--- src/rtl/sig_align_pipe.sv ---
// Two-stage significand alignment for the multi-operand FP adder tree.
// Define SIG_ALIGN_STICKY_JAM_EN to OR each lane's sticky into the LSB before negation.
module sig_align_pipe #(
  parameter int LANES      = 4,
  parameter int EXP_WIDTH  = 3,
  parameter int SIG_WIDTH  = 3,
  parameter int LOW_EXPAND = 2
) (
  input  logic                            clk,
  input  logic                            rst,
  input  logic                            in_valid,
  output logic                            in_ready,
  input  logic [LANES*EXP_WIDTH-1:0]      in_exp,
  input  logic [LANES*SIG_WIDTH-1:0]      in_sig,
  input  logic [LANES-1:0]                in_sign,
  input  logic [LANES-1:0]                in_zero,
  output logic                            out_valid,
  input  logic                            out_ready,
  output logic [EXP_WIDTH-1:0]            out_max_exp,
  output logic [LANES*(SIG_WIDTH+4+LOW_EXPAND)-1:0] out_fix,
  output logic [LANES-1:0]                out_sticky
);

  localparam int FIXWIDTH = SIG_WIDTH + 4 + LOW_EXPAND;
  localparam int MAGW     = FIXWIDTH - 1;

  logic                       s1_valid_q;
  logic [EXP_WIDTH-1:0]       s1_max_exp_q;
  logic [LANES*EXP_WIDTH-1:0] s1_off_q;
  logic [LANES*SIG_WIDTH-1:0] s1_sig_q;
  logic [LANES-1:0]           s1_sign_q;
  logic [LANES-1:0]           s1_zero_q;

  logic                       out_valid_q;
  logic [EXP_WIDTH-1:0]       out_max_exp_q;
  logic [LANES*FIXWIDTH-1:0]  out_fix_q;
  logic [LANES-1:0]           out_sticky_q;

  logic                       s1_load;
  logic                       s2_load;
  logic [EXP_WIDTH-1:0]       max_exp_d;
  logic [LANES*EXP_WIDTH-1:0] off_d;
  logic [LANES*FIXWIDTH-1:0]  fix_d;
  logic [LANES-1:0]           sticky_d;

  assign s2_load  = !out_valid_q || out_ready;
  assign s1_load  = !s1_valid_q || s2_load;
  assign in_ready = s1_load;

  // Zero lanes are excluded so their exponent fields cannot inflate the max.
  always_comb begin
    max_exp_d = '0;
    off_d     = '0;
    // NOTE: blocking assignments here are intentional; the running max must be
    // visible to the next loop iteration within the same evaluation.
    for (int i = 0; i < LANES; i++) begin
      if (!in_zero[i] && in_exp[i*EXP_WIDTH +: EXP_WIDTH] > max_exp_d)
        max_exp_d = in_exp[i*EXP_WIDTH +: EXP_WIDTH];
    end
    for (int i = 0; i < LANES; i++)
      off_d[i*EXP_WIDTH +: EXP_WIDTH] = max_exp_d - in_exp[i*EXP_WIDTH +: EXP_WIDTH];
  end

  always_comb begin
    logic [EXP_WIDTH-1:0] off;
    logic [MAGW-1:0]      mag;
    logic [MAGW-1:0]      sh;
    logic [FIXWIDTH-1:0]  lane;
    logic                 stk;
    fix_d    = '0;
    sticky_d = '0;
    off      = '0;
    mag      = '0;
    sh       = '0;
    lane     = '0;
    stk      = 1'b0;
    for (int i = 0; i < LANES; i++) begin
      off = s1_off_q[i*EXP_WIDTH +: EXP_WIDTH];
      mag = s1_zero_q[i] ? '0
          : {2'b00, 1'b1, s1_sig_q[i*SIG_WIDTH +: SIG_WIDTH], {LOW_EXPAND{1'b0}}};
      if (int'(off) >= MAGW) begin
        sh  = '0;
        stk = |mag;
      end else begin
        sh  = mag >> off;
        stk = |(mag & ~({MAGW{1'b1}} << off));
      end
`ifdef SIG_ALIGN_STICKY_JAM_EN
      lane = {1'b0, sh | {{(MAGW-1){1'b0}}, stk}};
`else
      lane = {1'b0, sh};
`endif
      fix_d[i*FIXWIDTH +: FIXWIDTH] = s1_sign_q[i] ? (~lane + {{(FIXWIDTH-1){1'b0}}, 1'b1})
                                                   : lane;
      sticky_d[i] = stk;
    end
  end

  // NOTE: asynchronous reset clears every register, so in-flight data is
  // dropped the moment rst rises, not at the next edge.
  always_ff @(posedge clk or posedge rst) begin
    if (rst) begin
      s1_valid_q   <= 1'b0;
      s1_max_exp_q <= '0;
      s1_off_q     <= '0;
      s1_sig_q     <= '0;
      s1_sign_q    <= '0;
      s1_zero_q    <= '0;
    end else if (s1_load) begin
      s1_valid_q <= in_valid;
      if (in_valid) begin
        s1_max_exp_q <= max_exp_d;
        s1_off_q     <= off_d;
        s1_sig_q     <= in_sig;
        s1_sign_q    <= in_sign;
        s1_zero_q    <= in_zero;
      end
    end
  end

  // Output registers only move on s2_load, which holds data stable under stall.
  always_ff @(posedge clk or posedge rst) begin
    if (rst) begin
      out_valid_q   <= 1'b0;
      out_max_exp_q <= '0;
      out_fix_q     <= '0;
      out_sticky_q  <= '0;
    end else if (s2_load) begin
      out_valid_q <= s1_valid_q;
      if (s1_valid_q) begin
        out_max_exp_q <= s1_max_exp_q;
        out_fix_q     <= fix_d;
        out_sticky_q  <= sticky_d;
      end
    end
  end

  assign out_valid   = out_valid_q;
  assign out_max_exp = out_max_exp_q;
  assign out_fix     = out_fix_q;
  assign out_sticky  = out_sticky_q;

endmodule

--- config.mk ---
export PLATFORM = sky130hd
export DESIGN_NAME = sig_align_pipe
export DESIGN_NICKNAME = d
export VERILOG_FILES = /design/src/rtl/sig_align_pipe.sv
export SDC_FILE = /design/constraint.sdc
export NUM_CORES = 1
export LEC_CHECK = 0
export ABC_AREA = 1
export BUFFER_PORTS_ARGS = -buffer_cell sky130_fd_sc_hd__buf_2
export CORE_UTILIZATION = 42
export CTS_CLUSTER_DIAMETER = 120
export DETAILED_ROUTE_END_ITERATION = 16
export PLACE_DENSITY_LB_ADDON = 0.12
export SETUP_SLACK_MARGIN = 0.02
export SLEW_MARGIN = 25
export SYNTH_ARGS = -nofsm -noshare
export SYNTH_HDL_FRONTEND = slang
export SYNTH_SLANG_ARGS = --single-unit
export TNS_END_PERCENT = 100
--- constraint.sdc ---
create_clock -name clk -period 2.4 [get_ports clk]
set_input_delay 0.24 -clock clk [delete_from_list [all_inputs] [get_ports clk]]
set_output_delay 0.24 -clock clk [all_outputs]
set_load 0.01 [all_outputs]
==> metrics, run 1 <==
Synth async-reset ratio 100%; critical path launch point type input port; placed inst area approximately 0.0056 mm^2; Tot Pwr just under 6 mW; clk buf depth 2; RSZ-0062 raised after global routing yes; fin worst setup slack -1.38 ns; final wirelength 11.7 mm; Rows 37; Max Clock Skew roughly 0.016 ns; Synth Flop Type dfrtp_1; Slew Viols, Final 0; Setup crit start in_exp[1]; Slew @ Worst Pin about 0.66 ns; Max VDD drop roughly 400 uV; WL per Instance approximately 13 um; met2 Track Usage GR roughly a third; sequential element share of the synthesized area a little over two fifths; Synth area leaders dfrtp_1 43%, nand2_1 14%, o21ai_0 8.4%; Synth area leader dfrtp_1; Mapped Area 0.00463 mm^2; Leakage between 3 and 4 nW; Worst EP arrival 4.02 ns; clk sink count 80; Post-synth EDFFs 0; Final Wtd Congestion 0.894; outcome complete, but fails checks; Synthesized Nets a little under 700; Fin Setup TNS -14.40 ns; CTS Buf Count 9; worst hold path startpoint in_sig[5]; register area between 0.002 and 0.0025 mm^2; CTS tree yes; Total GRT Usage 21.6%; CP top delay family simple AND/OR/NAND/NOR gates; final antenna-violating net count 0; CP Class input port to register; failing checks setup timing; Antenna diodes 0; first-pass GRT wire length between 15 and 20 mm; vias in the first global route just over 4,000; worst r2r src s1_zero_q[3]$_DFFE_PP0P_; die area 0.0115 mm^2; worst-skew pair later-pin latency around 0.36 ns; # fillers between 900 and 1,000; WHS around 0.083 ns; first-pass iteration count of the detailed router 4; Die Ht roughly 110 um; ratio of cells with drive above 1 in the final layout around 30%; gr busiest metal met2; CP max stage cell fa_2; area occupied by multi-input gates between 0.002 and 0.0025 mm^2; synthesized area per cell ~7.5 um^2; Synth Instances between 600 and 700; count of final setup violators 15; initial drt markers ~300; crit end category register; CTS root buf clkbuf_8; fin area ~0.0063 mm^2; vias between 4,000 and 5,000; commonest cells in the netlist 177 x nand2_1, 83 x inv_1, 80 x dfrtp_1, 78 x o21ai_0, 54 x nor2_1; Synth Register Bits 80; # DRC 0; die width 107 um; nets around 820; CORE AREA ~0.011 mm^2; initial antenna violation count 0; Initial Util 44.1%; crit path max fanout 4; Max-Cap Viols 0; largest net degree at the start of global routing between 60 and 70; met1 global-route usage a little over 30%; slowest cell delay on critical path 0.39 ns; PD cells approximately 950 mW/mm^2; Port-buffer cells 80; met3 Usage GRT 3.10%; Via density between 4 and 5; count leader, synth nand2_1; GRT overflow 0; Netlist cell types 39; Fmax between 0.2 and 0.3 GHz; Hold Crit Class input port to register; fin crit period 3.78 ns; Fin. Hold Viols 0; IO Pins 81; Req. time, crit path 2.64 ns; Layout area overhead 35.0%; worst path bufs/invs 5; Slew headroom around 56%; post-detail-place hpwl around 8.4 mm; H-tree levels 3; ratio of final minimum period to clock period 158%; DP Worst Slack -1.84 ns; Yosys top cell area share a little over two fifths; Yosys warning count 0; CTS clk-pin slew, worst paths about 0.080 ns
power breakdown:
part	leakage, nW	internal, mW	switching, mW
Combinational	2.15	1.07	1.54
Sequential	0.997	1.80	0.308
Clock	0.127	0.725	0.504
metrics by stage:
step / util, % / instances
2_1_floorplan: - / 620
3_3_place_gp: 53.5 / 869
3_5_place_dp: 53.5 / 869
4_1_cts: 58.1 / 900
5_1_grt: 59.5 / 904
6_report: 59.5 / 904
cells in the final DEF (no fill, tap or decap), types with 14 or more instances in the layout:
cell,instances
buf_2,77
buf_4,64
dfrtp_1,79
inv_1,78
nand2_1,169
nand3_1,20
nor2_1,52
o21ai_0,70
xor2_1,14
timing repair:
item                                   CTS  global route
cloned                                   0             0
setup endpoints to repair               15            17
endpoints found under the hold margin   36             0
hold buffers                             1             0
pin swaps                               20            24
setup buffers                           14             4
resized for setup                       25            23
cell families (layout without fill, tap and decap cells):
logic type               after synthesis  count (layout)  share of synthesized area [%]
buffers and inverters                106             254                           8.61
flip-flops                            80              80                           43.2
AO/OA/AOI/OAI                        112             112                           13.4
XOR/XNOR                              20              20                           3.78
adder cells (fa/ha/maj)               17              17                           5.08
AND/OR/NAND/NOR                      285             285                           25.9
flip-flops by register name (all words and copies together), names as in the netlist:
| signal | flops |
|---|---|
| s1_max_exp_q | 3 |
| out_sticky | 4 |
| s1_sig_q | 12 |
| out_fix | 36 |
| s1_valid_q | 1 |
| s1_sign_q | 4 |
| s1_zero_q | 4 |
| s1_off_q | 12 |
| out_max_exp | 3 |
| out_valid | 1 |
final cells by class:
type,count,area share (%)
flip-flops and latches,80,32.0
inverters,90,5.86
clock buffers,10,2.20
multi-input cells,434,39.7
repair buffers,148,15.6
well taps,136,2.72
clock inverters,6,1.86
final timing paths:
path                                             end  slack, ns  cells past startpoint
max                          s1_off_q[8]$_DFFE_PP0P_      -1.38                     35
min                          s1_sig_q[5]$_DFFE_PP0P_       0.08                      3
max reg2reg                  out_fix[31]$_DFFE_PP0P_       0.28                     11
min reg2reg                   out_fix[6]$_DFFE_PP0P_       0.48                      2
max in group asynchronous    out_fix[21]$_DFFE_PP0P_       1.24                      4
min in group asynchronous  out_sticky[3]$_DFFE_PP0P_       0.50                      3
worst reg2reg max path: stages, from the launching register on:
cell,delay (ns)
dfrtp_1,0.48
nor2_1,0.22
inv_1,0.07
o21ai_0,0.14
inv_1,0.06
nor3_1,0.25
inv_1,0.10
ha_1,0.20
nand2_1,0.09
o21ai_0,0.09
xor2_1,0.17
o21ai_0,0.15
routing by layer:
layer	part of all wire, %	routed length (um)	vias to the layer above
met5	0	0	-
met4	1.1	130	0
met3	4.6	535	11
met2	46	5450	108
met1	48	5620	2073
li1	-	-	2261
Power figures use the tool's default switching activity.
==> run 2: changes to the inputs <==
Settings changed: MAX_ROUTING_LAYER from default to met4.
==> metrics, run 2 (synthesis results as in run 1) <==
Layout area overhead 32.7% (was 35.0%); CTS Buf Count 9 (unchanged); ratio of final minimum period to clock period 154% (was 158%); Final Wtd Congestion 0.928 (was 0.894); nets 817 (was 816); crit end category register (unchanged); CTS tree yes (unchanged); Rows 37 (unchanged); Port-buffer cells 80 (unchanged); crit path max fanout 4 (unchanged); clk buf depth 2 (unchanged); worst hold endpoint s1_sig_q[5]$_DFFE_PP0P_ (unchanged); Total GRT Usage 21.9% (was 21.6%); CTS clk-pin slew, worst paths 0.08 ns (about the same); Fin. Hold Viols 0 (unchanged); final antenna-violating net count 0 (unchanged); Req. time, crit path 2.64 ns (about the same); Hold Crit Class input port to register (unchanged); Fin Setup TNS -13.71 ns (was -14.40 ns); worst r2r src s1_zero_q[1]$_DFFE_PP0P_ (was s1_zero_q[3]$_DFFE_PP0P_); Slew @ Worst Pin 0.597 ns (was 0.658 ns); H-tree levels 3 (unchanged); Cell Count, Final, Fillers Out 905 (was 904); PD cells 930 mW/mm^2 (was 950 mW/mm^2); slowest cell delay on critical path 0.36 ns (was 0.39 ns); DP Worst Slack -1.84 ns (about the same); initial antenna violation count 0 (unchanged); fin crit period 3.69 ns (was 3.78 ns); GRT overflow 0 (unchanged); CTS root buf clkbuf_8 (unchanged); clk sink count 80 (unchanged); RSZ-0062 raised after global routing yes (unchanged); Slew headroom 60.2% (was 56.1%); r2r worst-path depth 12 (was 11); IO Pins 81 (unchanged); most common cell after layout, fill and taps aside nand2_1 (unchanged); CP Class input port to register (unchanged); flop-to-flop setup slack 0.26 ns (was 0.28 ns); CP max stage cell fa_2 (unchanged); fin worst setup slack -1.29 ns (was -1.38 ns); Fmax 0.271 GHz (was 0.265 GHz); critical path launch point type input port (unchanged); WHS 0.0657 ns (was 0.0831 ns); worst-skew pair later-pin latency 0.37 ns (was 0.36 ns); hold path depth 3 (unchanged); failing checks setup timing (unchanged); worst hold path startpoint in_sig[5] (unchanged); vias 4,412 (was 4,453); final wirelength 11.5 mm (was 11.7 mm); outcome complete, but fails checks (unchanged); die width 107 um (unchanged); CORE AREA 0.0105 mm^2 (unchanged); first-pass iteration count of the detailed router 5 (was 4); Inst Count DP 872 (was 869); # DRC 0 (unchanged); ratio of cells with drive above 1 in the final layout 29.5% (was 29.4%); Antenna diodes 0 (unchanged); max reg flops 36 (unchanged); Max VDD drop 439 uV (was 397 uV); die area 0.0115 mm^2 (unchanged); Leakage 3.25 nW (was 3.28 nW); post-detail-place hpwl 8.52 mm (was 8.38 mm); commonest cells after routing, fill and taps aside 171 x nand2_1, 80 x dfrtp_1, 77 x buf_2 (was 169 x nand2_1, 79 x dfrtp_1, 78 x inv_1); Max-Cap Viols 0 (unchanged); vias in the first global route 4,093 (was 4,126); first-pass GRT wire length 19.1 mm (was 19.4 mm); Tot Pwr 5.72 mW (was 5.94 mW); count of final setup violators 15 (unchanged); initial drt markers 320 (was 302); Initial Util 44.1% (unchanged); WL per Instance 12.7 um (was 13.0 um); Die Ht 107 um (unchanged); worst r2r dst out_fix[13]$_DFFE_PP0P_ (was out_fix[31]$_DFFE_PP0P_); Worst EP arrival 3.94 ns (was 4.02 ns); Slew Viols, Final 0 (unchanged); Via density 4.88 (was 4.93); Max Clock Skew 0.0140 ns (was 0.0156 ns); largest net degree at the start of global routing 54 (was 65)
## run 2: cell types whose count changed in the layout (fill, tap and decap cells not counted), sizes merged
cell and delta:
clkinv -1, clkbuf +3, buf +1, bufinv -2
## run 2: worst max path at each step
stage | slack [ns] | start | endpoint | depth (start not counted)
2_1_floorplan | -1.51 | in_exp[2] | s1_off_q[5]$_DFFE_PP0P_ | 33
3_3_place_gp | -1.72 | in_exp[1] | s1_off_q[5]$_DFFE_PP0P_ | 34
3_5_place_dp | -1.84 | in_exp[1] | s1_off_q[5]$_DFFE_PP0P_ | 34
4_1_cts | -1.25 | in_exp[2] | s1_off_q[8]$_DFFE_PP0P_ | 34
5_1_grt | -1.52 | in_exp[1] | s1_off_q[8]$_DFFE_PP0P_ | 34
6_report | -1.29 | in_exp[1] | s1_off_q[8]$_DFFE_PP0P_ | 34
## run 2: critical path, delay by kind of cell
kind                       cells  cell delay (ns)
AOI/OAI and AO/OA              6             0.56
xor gates and xnor gates       1             0.15
adders and majority gates      5             1.43
buffers and inverters          4             0.21
and+or+nand+nor               18             1.36
## run 2: final cells by class
class / instances / area [um^2]
clock buffer: 13 / 159
timing repair buffer: 149 / 977
clock inverter: 3 / 40.0
inverter: 90 / 364
sequential: 80 / 2000
tap: 136 / 170
fill: 985 / 4360
multi-input combinational: 434 / 2440
## run 2: what timing repair did
action	4_1_cts	5_1_grt
buffers inserted	12	4
endpoints found under the setup margin	15	16
gates resized for setup	19	30
endpoints found under the hold margin	27	0
pin swaps	18	10
hold buffers	1	0
## run 2: layer usage
metal	track usage, %	routed length (um)	vias up
met1	30.0	5700	2026
met4	7.63	173	0
li1	-	-	2263
met2	32.0	5100	111
met5	-	0	-
met3	4.56	527	12
## run 2: per-stage QoR
| step | area [um^2] | util [%] |
|---|---|---|
| 6_report | 6150 | 58.5 |
| 5_1_grt | 6150 | 58.5 |
| 4_1_cts | 6000 | 57.1 |
| 3_5_place_dp | 5640 | 53.6 |
| 3_3_place_gp | 5640 | 53.6 |
| 2_1_floorplan | 4720 | - |
## run 2: power by group
group | switching [mW] | internal [mW] | total (mW)
sequential | 0.309 | 1.80 | 2.10
clock | 0.488 | 0.535 | 1.02
combinational | 1.52 | 1.07 | 2.59
==> run 3: changes to the inputs <==
Clock period 2.4 ns to 3.9 ns, I/O delays scaled along.
==> metrics, run 3 (synthesis results as in run 1) <==
gr busiest metal met2 (unchanged); hold_buf cts 0 (was 1); Max VDD drop 257 uV (was 439 uV); CORE AREA 0.0105 mm^2 (unchanged); die area 0.0115 mm^2 (unchanged); Leakage 3.10 nW (was 3.25 nW); first-pass GRT wire length 18.9 mm (was 19.1 mm); Total GRT Usage 21.4% (was 21.9%); most common cell after layout, fill and taps aside nand2_1 (unchanged); initial drt markers 192 (was 320); CTS tree yes (unchanged); Slew headroom 52.5% (was 60.2%); worst-skew pair later-pin latency 0.36 ns (was 0.37 ns); fin worst setup slack 0.0222 ns (was -1.29 ns); final antenna-violating net count 0 (unchanged); CTS root buf clkbuf_8 (unchanged); Slew @ Worst Pin 0.713 ns (was 0.597 ns); GRT overflow 0 (unchanged); Slew Viols, Final 0 (unchanged); Worst EP arrival 4.10 ns (was 3.94 ns); max reg flops 36 (unchanged); initial antenna violation count 0 (unchanged); post-detail-place hpwl 8.20 mm (was 8.52 mm); nets 789 (was 817); CP Class input port to register (unchanged); largest net degree at the start of global routing 65 (was 54); crit path max fanout 4 (unchanged); met2 Track Usage GR 32.6% (was 32.0%); Antenna diodes 0 (unchanged); fin util 55.8% (was 58.5%); Layout area overhead 26.6% (was 32.7%); Max-Cap Viols 0 (unchanged); worst r2r src out_valid$_DFFE_PP0P_ (was s1_zero_q[1]$_DFFE_PP0P_); CP max stage cell fa_2 (unchanged); vias in the first global route 4,199 (was 4,093); ratio of final minimum period to clock period roughly 99%; Via density 4.83 (was 4.88); slowest cell delay on critical path 0.34 ns (was 0.36 ns); Final Wtd Congestion 0.890 (was 0.928); final wirelength 11.1 mm (was 11.5 mm); critical path launch point type input port (unchanged); # DRC 0 (unchanged); Die Ht 107 um (unchanged); die width 107 um (unchanged); Req. time, crit path 4.12 ns (was 2.64 ns); outcome finished clean (was complete, but fails checks); count of final setup violators 0 (was 15); Tot Pwr 3.49 mW (was 5.72 mW); Fin. Hold Viols 0 (unchanged); PD cells 595 mW/mm^2 (was 930 mW/mm^2); H-tree levels 3 (unchanged); commonest cells after routing, fill and taps aside 172 x nand2_1, 80 x dfrtp_1, 77 x inv_1 (was 171 x nand2_1, 80 x dfrtp_1, 77 x buf_2); Initial Util 44.1% (unchanged); vias 4,237 (was 4,412); Hold Crit Class input port to asynchronous set/reset pin (was input port to register); Max Clock Skew 0.0178 ns (was 0.0140 ns); crit end category register (unchanged); DP Worst Slack -0.540 ns (was -1.84 ns); Fmax 0.258 GHz; CTS clk-pin slew, worst paths 0.08 ns (about the same); Rows 37 (unchanged); ratio of cells with drive above 1 in the final layout 25.2% (was 29.5%); clk sink count 80 (unchanged); Fin Setup TNS 0 ns (was -13.71 ns); met1 global-route usage 29.1% (was 30.0%); fin crit period 3.88 ns; WL per Instance 12.7 um (about the same); IO Pins 81 (unchanged); clk buf depth 2 (unchanged); fin area 0.00587 mm^2 (was 0.00615 mm^2); Port-buffer cells 80 (unchanged); met3 Usage GRT 2.74% (was 4.56%); first-pass iteration count of the detailed router 7 (was 5); Setup crit start in_exp[1] (unchanged); CTS Buf Count 9 (unchanged); RSZ-0062 raised after global routing yes (unchanged); placed inst area 0.00548 mm^2 (was 0.00564 mm^2)
## run 3: changes by cell type in the layout (fill, tap and decap cells not counted), moves of 3 or more
cell,before,now
o21ai_0,66,72
inv_1,73,77
ha_4,6,2
ha_1,7,10
o21ai_2,7,3
inv_2,11,6
buf_4,65,41
## run 3: final timing paths
check / to / slack [ns] / depth (start not counted)
min in group clk: s1_sig_q[5]$_DFFE_PP0P_ / 0.22 / 3
setup / recovery: s1_off_q[5]$_DFFE_PP0P_ / 0.02 / 33
hold / removal: out_fix[31]$_DFFE_PP0P_ / 0.15 / 2
setup reg to reg: s1_off_q[8]$_DFFE_PP0P_ / 1.66 / 8
hold reg to reg: out_fix[8]$_DFFE_PP0P_ / 0.48 / 2
max in group asynchronous: out_fix[22]$_DFFE_PP0P_ / 2.94 / 3
## run 3: where the power goes
part / switching [mW] / internal [mW] / leakage, nW / total, mW
registers: 0.186 / 1.10 / 0.999 / 1.29
logic: 0.916 / 0.614 / 2.00 / 1.53
clock network: 0.294 / 0.378 / 0.108 / 0.672
## run 3: metrics by stage
stage                     hold slack [ns]  instances
final                               0.151        877
after global routing                0.220        877
after CTS                           0.216        874
after detailed placement            0.460        854
after global placement              0.452        854
after floorplan                     0.442        620
## run 3: area by class of cell
type | instances | area [um^2]
inverter | 90 | 368
clock buffer | 13 | 149
tap | 136 | 170
timing repair buffer | 121 | 746
sequential | 80 | 2000
fill | 1042 | 4640
clock inverter | 3 | 65.1
multi-input combinational | 434 | 2370
## run 3: repair_timing
action / 4_1_cts / 5_1_grt
buffers inserted: 4 / 3
gates resized for setup: 16 / 14
endpoints found under the hold margin: 0 / 0
endpoints found under the setup margin: 5 / 7
pin swaps: 15 / 16
## run 3: metal layers
metal / vias to the layer above / share of wire (%) / wire length (um)
li1: 2202 / - / -
met1: 1942 / 50 / 5570
met2: 81 / 45 / 5010
met3: 12 / 3.7 / 409
met4: 0 / 1.3 / 141
met5: - / 0 / 0
## run 3: worst max-delay path: cells and delay by family
family / cells / cell delay [ns]
AO/OA/AOI/OAI: 5 / 0.47
XOR/XNOR: 1 / 0.14
adder cells (fa/ha/maj): 5 / 1.38
buffers and inverters: 4 / 0.20
AND/OR/NAND/NOR: 18 / 1.50
